--- src/rtl/instr_queue_decode.sv ---
// instr_queue_decode
//   Consumer end of the fetch interface. A small circular buffer holds
//   {pc, instr} pairs from fetch. The head entry is decoded and presented
//   to dispatch with a valid/ready handshake. Fetch sees backpressure through
//   f_ready. A branch-redirect flush empties the queue. Popping a HALT stops
//   further intake until a flush or reset.
//
//   Instruction format: instr[7:4] opcode, instr[3:2] rd, instr[1:0] rs.
//   Opcodes: 0 NOP, 1 ADD, 2 SUB, 3 AND, 4 OR, 5 XOR, 6 LD, 7 ST, 8 BEQ,
//            F HALT, 9..E illegal.

module instr_queue_decode #(
  parameter int DEPTH = 4,
  parameter int AW    = 2
) (
  input  logic          clk,
  input  logic          rst_n,
  input  logic          f_valid,
  input  logic [7:0]    f_pc,
  input  logic [7:0]    f_instr,
  output logic          f_ready,
  input  logic          flush,
  output logic          d_valid,
  input  logic          d_ready,
  output logic [7:0]    d_pc,
  output logic [3:0]    d_op,
  output logic [1:0]    d_rd,
  output logic [1:0]    d_rs,
  output logic          d_wr_en,
  output logic          d_is_mem,
  output logic          d_is_branch,
  output logic          d_illegal,
  output logic          halted,
  output logic [AW:0]   count
);

  localparam logic [AW:0]   DEPTH_C  = (AW+1)'(DEPTH);
  localparam logic [AW:0]   CNT_ZERO = '0;
  localparam logic [AW-1:0] PTR_ONE  = AW'(1);
  localparam logic [AW:0]   CNT_ONE  = (AW+1)'(1);
  localparam logic [3:0]    OP_HALT  = 4'hF;

  // Decoded flag vector for one opcode: {wr_en, is_mem, is_branch, illegal}.
  function automatic logic [3:0] decode_flags(input logic [3:0] op);
    logic [3:0] flags;
    case (op)
      4'h0:    flags = 4'b0000;  // NOP
      4'h1:    flags = 4'b1000;  // ADD
      4'h2:    flags = 4'b1000;  // SUB
      4'h3:    flags = 4'b1000;  // AND
      4'h4:    flags = 4'b1000;  // OR
      4'h5:    flags = 4'b1000;  // XOR
      4'h6:    flags = 4'b1100;  // LD: writes rd, touches memory
      4'h7:    flags = 4'b0100;  // ST
      4'h8:    flags = 4'b0010;  // BEQ
      4'hF:    flags = 4'b0000;  // HALT
      default: flags = 4'b0001;  // 9..E are delivered but marked illegal
    endcase
    return flags;
  endfunction

  // Storage and control state
  logic [7:0]    mem_pc_q    [DEPTH];
  logic [7:0]    mem_instr_q [DEPTH];
  logic [AW-1:0] wr_ptr_q, wr_ptr_d;
  logic [AW-1:0] rd_ptr_q, rd_ptr_d;
  logic [AW:0]   count_q,  count_d;
  logic          halted_q, halted_d;

  // Combinational helpers
  logic          f_ready_s;
  logic          d_valid_s;
  logic          push_s;
  logic          pop_s;
  logic [7:0]    head_pc_s;
  logic [7:0]    head_instr_s;
  logic [3:0]    head_flags_s;
  logic          pop_halt_s;

  // Handshake qualification and head-entry lookup
  always_comb begin
    f_ready_s    = (count_q < DEPTH_C) & ~halted_q & ~flush;
    d_valid_s    = (count_q != CNT_ZERO);
    push_s       = f_valid & f_ready_s;
    pop_s        = d_valid_s & d_ready;
    head_pc_s    = mem_pc_q[rd_ptr_q];
    head_instr_s = mem_instr_q[rd_ptr_q];
    head_flags_s = decode_flags(head_instr_s[7:4]);
    pop_halt_s   = pop_s & (head_instr_s[7:4] == OP_HALT);
  end

  // Next-state for pointers, occupancy and the halt latch; flush overrides
  // any same-cycle push or pop.
  always_comb begin
    wr_ptr_d = wr_ptr_q;
    rd_ptr_d = rd_ptr_q;
    count_d  = count_q;
    halted_d = halted_q;
    if (flush) begin
      wr_ptr_d = '0;
      rd_ptr_d = '0;
      count_d  = '0;
      halted_d = 1'b0;
    end else begin
      if (push_s) begin
        wr_ptr_d = wr_ptr_q + PTR_ONE;
      end else begin
        wr_ptr_d = wr_ptr_q;
      end
      if (pop_s) begin
        rd_ptr_d = rd_ptr_q + PTR_ONE;
      end else begin
        rd_ptr_d = rd_ptr_q;
      end
      case ({push_s, pop_s})
        2'b10:   count_d = count_q + CNT_ONE;
        2'b01:   count_d = count_q - CNT_ONE;
        default: count_d = count_q;  // idle, or push and pop together
      endcase
      if (pop_halt_s) begin
        halted_d = 1'b1;
      end else begin
        halted_d = halted_q;
      end
    end
  end

  // Control state register
  always_ff @(posedge clk or negedge rst_n) begin
    if (!rst_n) begin
      wr_ptr_q <= '0;
      rd_ptr_q <= '0;
      count_q  <= '0;
      halted_q <= 1'b0;
    end else begin
      wr_ptr_q <= wr_ptr_d;
      rd_ptr_q <= rd_ptr_d;
      count_q  <= count_d;
      halted_q <= halted_d;
    end
  end

  // Entry storage: write the offered pair at wr_ptr on an accepted push.
  // push_s already excludes flush because f_ready is low during flush.
  always_ff @(posedge clk or negedge rst_n) begin
    if (!rst_n) begin
      for (int i = 0; i < DEPTH; i++) begin
        mem_pc_q[i]    <= 8'h00;
        mem_instr_q[i] <= 8'h00;
      end
    end else if (push_s) begin
      mem_pc_q[wr_ptr_q]    <= f_pc;
      mem_instr_q[wr_ptr_q] <= f_instr;
    end
  end

  // Output drive: payload is forced to zero while the queue is empty so
  // dispatch never sees stale fields, and it holds while the head waits.
  always_comb begin
    f_ready = f_ready_s;
    d_valid = d_valid_s;
    halted  = halted_q;
    count   = count_q;
    if (d_valid_s) begin
      d_pc        = head_pc_s;
      d_op        = head_instr_s[7:4];
      d_rd        = head_instr_s[3:2];
      d_rs        = head_instr_s[1:0];
      d_wr_en     = head_flags_s[3];
      d_is_mem    = head_flags_s[2];
      d_is_branch = head_flags_s[1];
      d_illegal   = head_flags_s[0];
    end else begin
      d_pc        = 8'h00;
      d_op        = 4'h0;
      d_rd        = 2'b00;
      d_rs        = 2'b00;
      d_wr_en     = 1'b0;
      d_is_mem    = 1'b0;
      d_is_branch = 1'b0;
      d_illegal   = 1'b0;
    end
  end

endmodule

--- config.mk ---
export PLATFORM = sky130hd
export DESIGN_NAME = instr_queue_decode
export DESIGN_NICKNAME = d
export VERILOG_FILES = /design/src/rtl/instr_queue_decode.sv
export SDC_FILE = /design/constraint.sdc
export NUM_CORES = 1
export LEC_CHECK = 0
export BUFFER_PORTS_ARGS = -buffer_cell sky130_fd_sc_hd__buf_2
export CORE_MARGIN = 5
export CORE_UTILIZATION = 40
export DETAILED_ROUTE_END_ITERATION = 8
export MAX_ROUTING_LAYER = met4
export SYNTH_ARGS = -nofsm -noshare
export SYNTH_HDL_FRONTEND = slang
export SYNTH_SLANG_ARGS = --single-unit
--- constraint.sdc ---
create_clock -name clk -period 2.6 [get_ports clk]
set_input_delay 0.52 -clock clk [delete_from_list [all_inputs] [get_ports clk]]
set_output_delay 0.52 -clock clk [all_outputs]
set_load 0.1 [all_outputs]
==> results.cfg, run 1 <==
[synthesis]
yosysTopAreaCell = dfrtp_1
synth.area.top_cells = dfrtp_1 (50%), mux2_4 (17%), mux4_2 (9.4%)
syn_area_per_cell_sq_um = 15.80
yosys_warnings = 0
syn_nets = 253
synth-seq-cells = 72
netlist_instances = 227
synth_top_area_share_pct = 50.23
netlist_area_sq_um = 3587
ys_types = 34
synth_seq_area_share_pct = 50.23

[flow_run]
max_cap_violations = 0

[global_routing]
gr-total-overflow = 0
grt_pass1_wl_mm = 12.42
antenna_found_initial = 0
grt_pass1_vias = 2321
grt.total_usage_pct = 14.55
grt_max_degree = 26

[clock_tree]
clk_latency_ns = 0.35
cts_root_buffer = clkbuf_8
path_clk_slew_ns = 0.08
cts_tree = yes
numCtsBuffers = 9
cts.sinks = 72
cts_buffer_depth = 2
ctsHoldBuffers = 0
htreeDepth = 3

[sta]
setup_ws_ns = -0.02778
hold_viol = 0
relSlewSlack_pct = 67.60
max_freq_mhz = 380.6
period_share_pct = 101.1
fin_skew_ns = 0.01142
slew_viol_final = 0
worst_pin_slew_ns = 0.4894
holdWs_ns = 0.07786
finalSetupViolCount = 2
min_period_ns = 2.628
rsz0062_at_grt = true

[placement]
dpl-instance-area_sq_um = 4058
gp_congestion = 0.7619
dpl.hpwl_mm = 4.949
io_buffer_count = 46

[finish]
multiInputGateArea_sq_um = 1762
filler_cell_count = 769
final_common_cell = dfrtp_1
post-route-cell-area_sq_um = 4317
syn2layout_area_growth_pct = 20.33
post-route-util_pct = 49.50
nNetsFinal = 311
antenna_cells = 0
seq_area_sq_um = 1807
drive_gt1_share_pct = 54.48
mostFrequentLayoutCells = dfrtp_1 (68), mux2_4 (40), buf_2 (34)

[worst_setup_path]
cp-start-kind = flop
cp.required_ns = 2.08
crit_arrival_ns = 2.11
worstSetupPathType = flop to output pin
cp_max_fo = 4
end_kind = output pin

[detailed_routing]
route.vias.total = 2058
drt_iter0_drc = 53
antenna_left = 0
totalWireLength_mm = 7.244
viasPerCell = 5.171
drc = 0
drt_pass1_iterations = 4
wire_per_inst_um = 18.20

[outcome]
outcome = finished with violations
violations = setup timing

[floorplanning]
start_util_pct = 41.13
coreArea_sq_um = 8721
die-area_sq_um = 10960
ios = 47
dieWidth_um = 104.7
fp-row-count = 34
die_h_um = 104.7

[worst_hold_path]
hold_path_class = input pin to asynchronous set/reset pin
==> sequential cells by signal (all words and copies together) (netlist names) <==
register     cells
mem_instr_q     32
mem_pc_q        32
count            3
rd_ptr_q         2
wr_ptr_q         2
halted           1
==> metal layers <==
metal / global-route usage (%) / wire, um / vias to the layer above
li1: - / - / 933
met3: 2.713 / 226 / 11
met1: 18.79 / 3387 / 1084
met4: 6.301 / 125 / 0
met5: - / 0 / -
met2: 22.53 / 3505 / 30
==> cells in the mapped netlist <==
cell type / n
xnor2_1: 2
mux2i_1: 1
mux2_1: 24
and3b_1: 1
dfrtp_1: 72
inv_1: 2
nor4b_2: 1
o31ai_1: 1
mux2_4: 40
a21o_1: 1
o31ai_2: 1
xor2_1: 2
buf_6: 5
and2_0: 1
clkbuf_1: 3
and2_4: 1
mux4_1: 1
nor3_1: 6
buf_2: 3
nor2_1: 8
nand2_4: 4
mux4_2: 15
and3_1: 1
nand2_1: 2
or3_1: 1
buf_4: 1
nor3b_2: 1
ha_1: 4
nor2b_1: 1
nand3_1: 1
fa_1: 1
and2_1: 17
nor3b_1: 1
a41oi_1: 1
==> timing repair <==
action / CTS / global route
buffers inserted: 3 / 0
cloned: 0 / 0
resized for setup: 11 / 4
pin swaps: 3 / 2
endpoints found under the setup margin: 18 / 12
==> kinds of logic (layout without fill, tap and decap cells) <==
logic type,after synthesis,in the layout,synth area share (%)
muxes,81,81,34.71
DFF,72,72,50.23
AOI/OAI and AO/OA,4,4,1.012
xor gates and xnor gates,4,4,0.9768
buffers and inverters,14,77,2.721
adders and majority gates,5,5,1.953
and+or+nand+nor,47,47,8.406
==> worst paths after layout <==
path                                 from              end  slack (ns)  cells after the start
min reg2reg                mem_instr_q[0]   mem_instr_q[0]        0.49                      1
max                           rd_ptr_q[0]          d_wr_en       -0.03                      5
min                                 rst_n     mem_pc_q[10]        0.08                      1
min in group clk                  f_pc[5]     mem_pc_q[29]        0.43                      2
max in group asynchronous           rst_n  mem_instr_q[18]        1.86                      2
max reg2reg                      count[0]         count[2]        0.73                      7
==> critical path: stages, from the launching register on <==
cell,delay [ns]
dfrtp_2,0.43
buf_6,0.12
mux4_2,0.55
a21o_4,0.26
nor3b_4,0.21
buf_12,0.20
==> final cells by class <==
cell class                      instances  share of cell area (%)
Timing Repair Buffer                   59                   9.623
Inverter                                2                  0.1739
Multi-Input combinational cell        141                   40.81
Clock buffer                           12                   3.362
Clock inverter                          4                   1.043
Tap cell                              108                   3.130
Sequential cell                        72                   41.86
==> stage by stage <==
stage | instances | setup WS, ns | TNS [ns]
5_1_grt | 398 | -0.1313 | -0.4758
4_1_cts | 398 | -0.06360 | -0.1527
3_3_place_gp | 379 | 0.2507 | 0
2_1_floorplan | 227 | -0.1277 | -0.2375
6_report | 398 | -0.02778 | -0.03411
3_5_place_dp | 379 | 0.1968 | 0
Power of run 1 is left out: the tool's default activity adds up to more than one toggle a clock period on the data nets, which glitch-free logic cannot reach.
==> inputs of run 2 (changes only) <==
Settings changed: CORE_ASPECT_RATIO from default to 0.9.
==> results.cfg, run 2 (synthesized netlist as in run 1, its figures left out) <==
[detailed_routing]
totalWireLength_mm = 7.327
wire_per_inst_um = 17.66
drc = 0
drt_iter0_drc = 64
route.vias.total = 2089
drt_pass1_iterations = 4
viasPerCell = 5.034
antenna_left = 0

[worst_setup_path]
cp-start-kind = flop
end_kind = output pin
path_cells = buf_4 -> buf_12 -> mux4_2 -> and2_4 -> and2_2 -> buf_12
cp_max_fo = 8
crit_path_top_delay_cell = mux4_2
max_stage_delay_ns = 0.56
cp.required_ns = 2.08
crit_arrival_ns = 2.17
path_common_cell = buf_12
worstSetupPathType = flop to output pin

[sta]
setup_ws_ns = -0.09254
hold_viol = 0
slew_viol_final = 0
rsz0062_at_grt = true
min_period_ns = 2.693
fin_skew_ns = 0.01501
max_freq_mhz = 371.4
finalSetupViolCount = 4
worst_pin_slew_ns = 0.7142
relSlewSlack_pct = 52.39
period_share_pct = 103.6

[clock_tree]
htreeDepth = 3
cts.sinks = 72
path_clk_slew_ns = 0.09
numCtsBuffers = 9
clk_latency_ns = 0.35
cts_root_buffer = clkbuf_8
ctsHoldBuffers = 0
cts_buffer_depth = 2
cts_tree = yes

[placement]
numPlacedInstances = 389
dpl-instance-area_sq_um = 4076
dpl.hpwl_mm = 4.922
io_buffer_count = 46
gp_congestion = 0.7168
dpl_worst_slack_ns = 0.1836

[finish]
final_cells = 415
nNetsFinal = 317
syn2layout_area_growth_pct = 23.44
post-route-cell-area_sq_um = 4428
final_common_cell = dfrtp_1
drive_gt1_share_pct = 56.08
multiInputGateArea_sq_um = 1768
filler_cell_count = 770
mostFrequentLayoutCells = dfrtp_1 (68), mux2_4 (40), buf_2 (29)
seq_area_sq_um = 1807
antenna_cells = 0

[global_routing]
grt_max_degree = 34
gr-total-overflow = 0
grt_pass1_wl_mm = 11.95
grt.total_usage_pct = 14.86
antenna_found_initial = 0
grt_pass1_vias = 2243

[outcome]
outcome = finished with violations
violations = setup timing

[floorplanning]
ios = 47
die-area_sq_um = 10960
die_h_um = 99.84
coreArea_sq_um = 8648
start_util_pct = 41.48
dieWidth_um = 109.8
fp-row-count = 32

[worst_hold_path]
hold_path_class = input pin to asynchronous set/reset pin

[flow_run]
max_cap_violations = 0
run 2: cell types whose count changed in the layout (fill, tap and decap cells not counted), moves of 2 or more:
cell and change:
buf_12 +2, buf_2 -5, buf_4 +4, buf_6 +5, clkbuf_1 -2, clkinv_2 -3, clkinv_4 +2, clkinvlp_4 +4
run 2: timing repair:
item	4_1_cts	5_1_grt
gates resized for setup	5	36
pin swaps	1	3
setup endpoints to repair	19	12
buffers inserted	4	6
run 2: cell type report:
cell class              instances  share of cell area, %
flip-flops and latches         72                  40.80
clock buffers                   9                  2.797
multi-input cells             141                  39.93
clock inverters                 7                  1.272
inverters                       2                 0.1695
well taps                     119                  3.363
repair buffers                 65                  11.67
run 2: per-layer routing:
metal | up-vias | GRT usage, % | part of all wire (%)
met5 | - | - | 0
met4 | 0 | 3.643 | 1.2
met3 | 7 | 4.952 | 5.4
met2 | 49 | 22.57 | 49
met1 | 1092 | 19.32 | 45
li1 | 941 | - | -
run 2: critical path, delay by kind of cell (launching register included):
family	cells	cell delay (ns)
buf+inv	3	0.42
flops	1	0.43
mux	1	0.56
simple gates	2	0.41
run 2: final timing paths:
check	from	end	slack (ns)	cells past startpoint
worst min-delay path	rst_n	mem_pc_q[22]	0.22	1
worst max register to register	count[0]	count[2]	0.71	7
worst max-delay path	rd_ptr_q[0]	d_is_branch	-0.09	6
max in group asynchronous	rst_n	count[0]	1.74	2
min in group clk	f_pc[6]	mem_pc_q[22]	0.43	2
worst min register to register	mem_instr_q[11]	mem_instr_q[11]	0.49	1
run 2: per-stage QoR:
step	hold slack (ns)	TNS, ns	util [%]
detailed placement	0.4785	0	47.14
global route	0.2776	-0.5351	51.20
global placement	0.4676	0	47.14
finish	0.2179	-0.2013	51.20
floorplan	0.2244	-0.2375	-
CTS	0.2404	-0.1992	49.78
Power of run 2 is left out for the same reason.
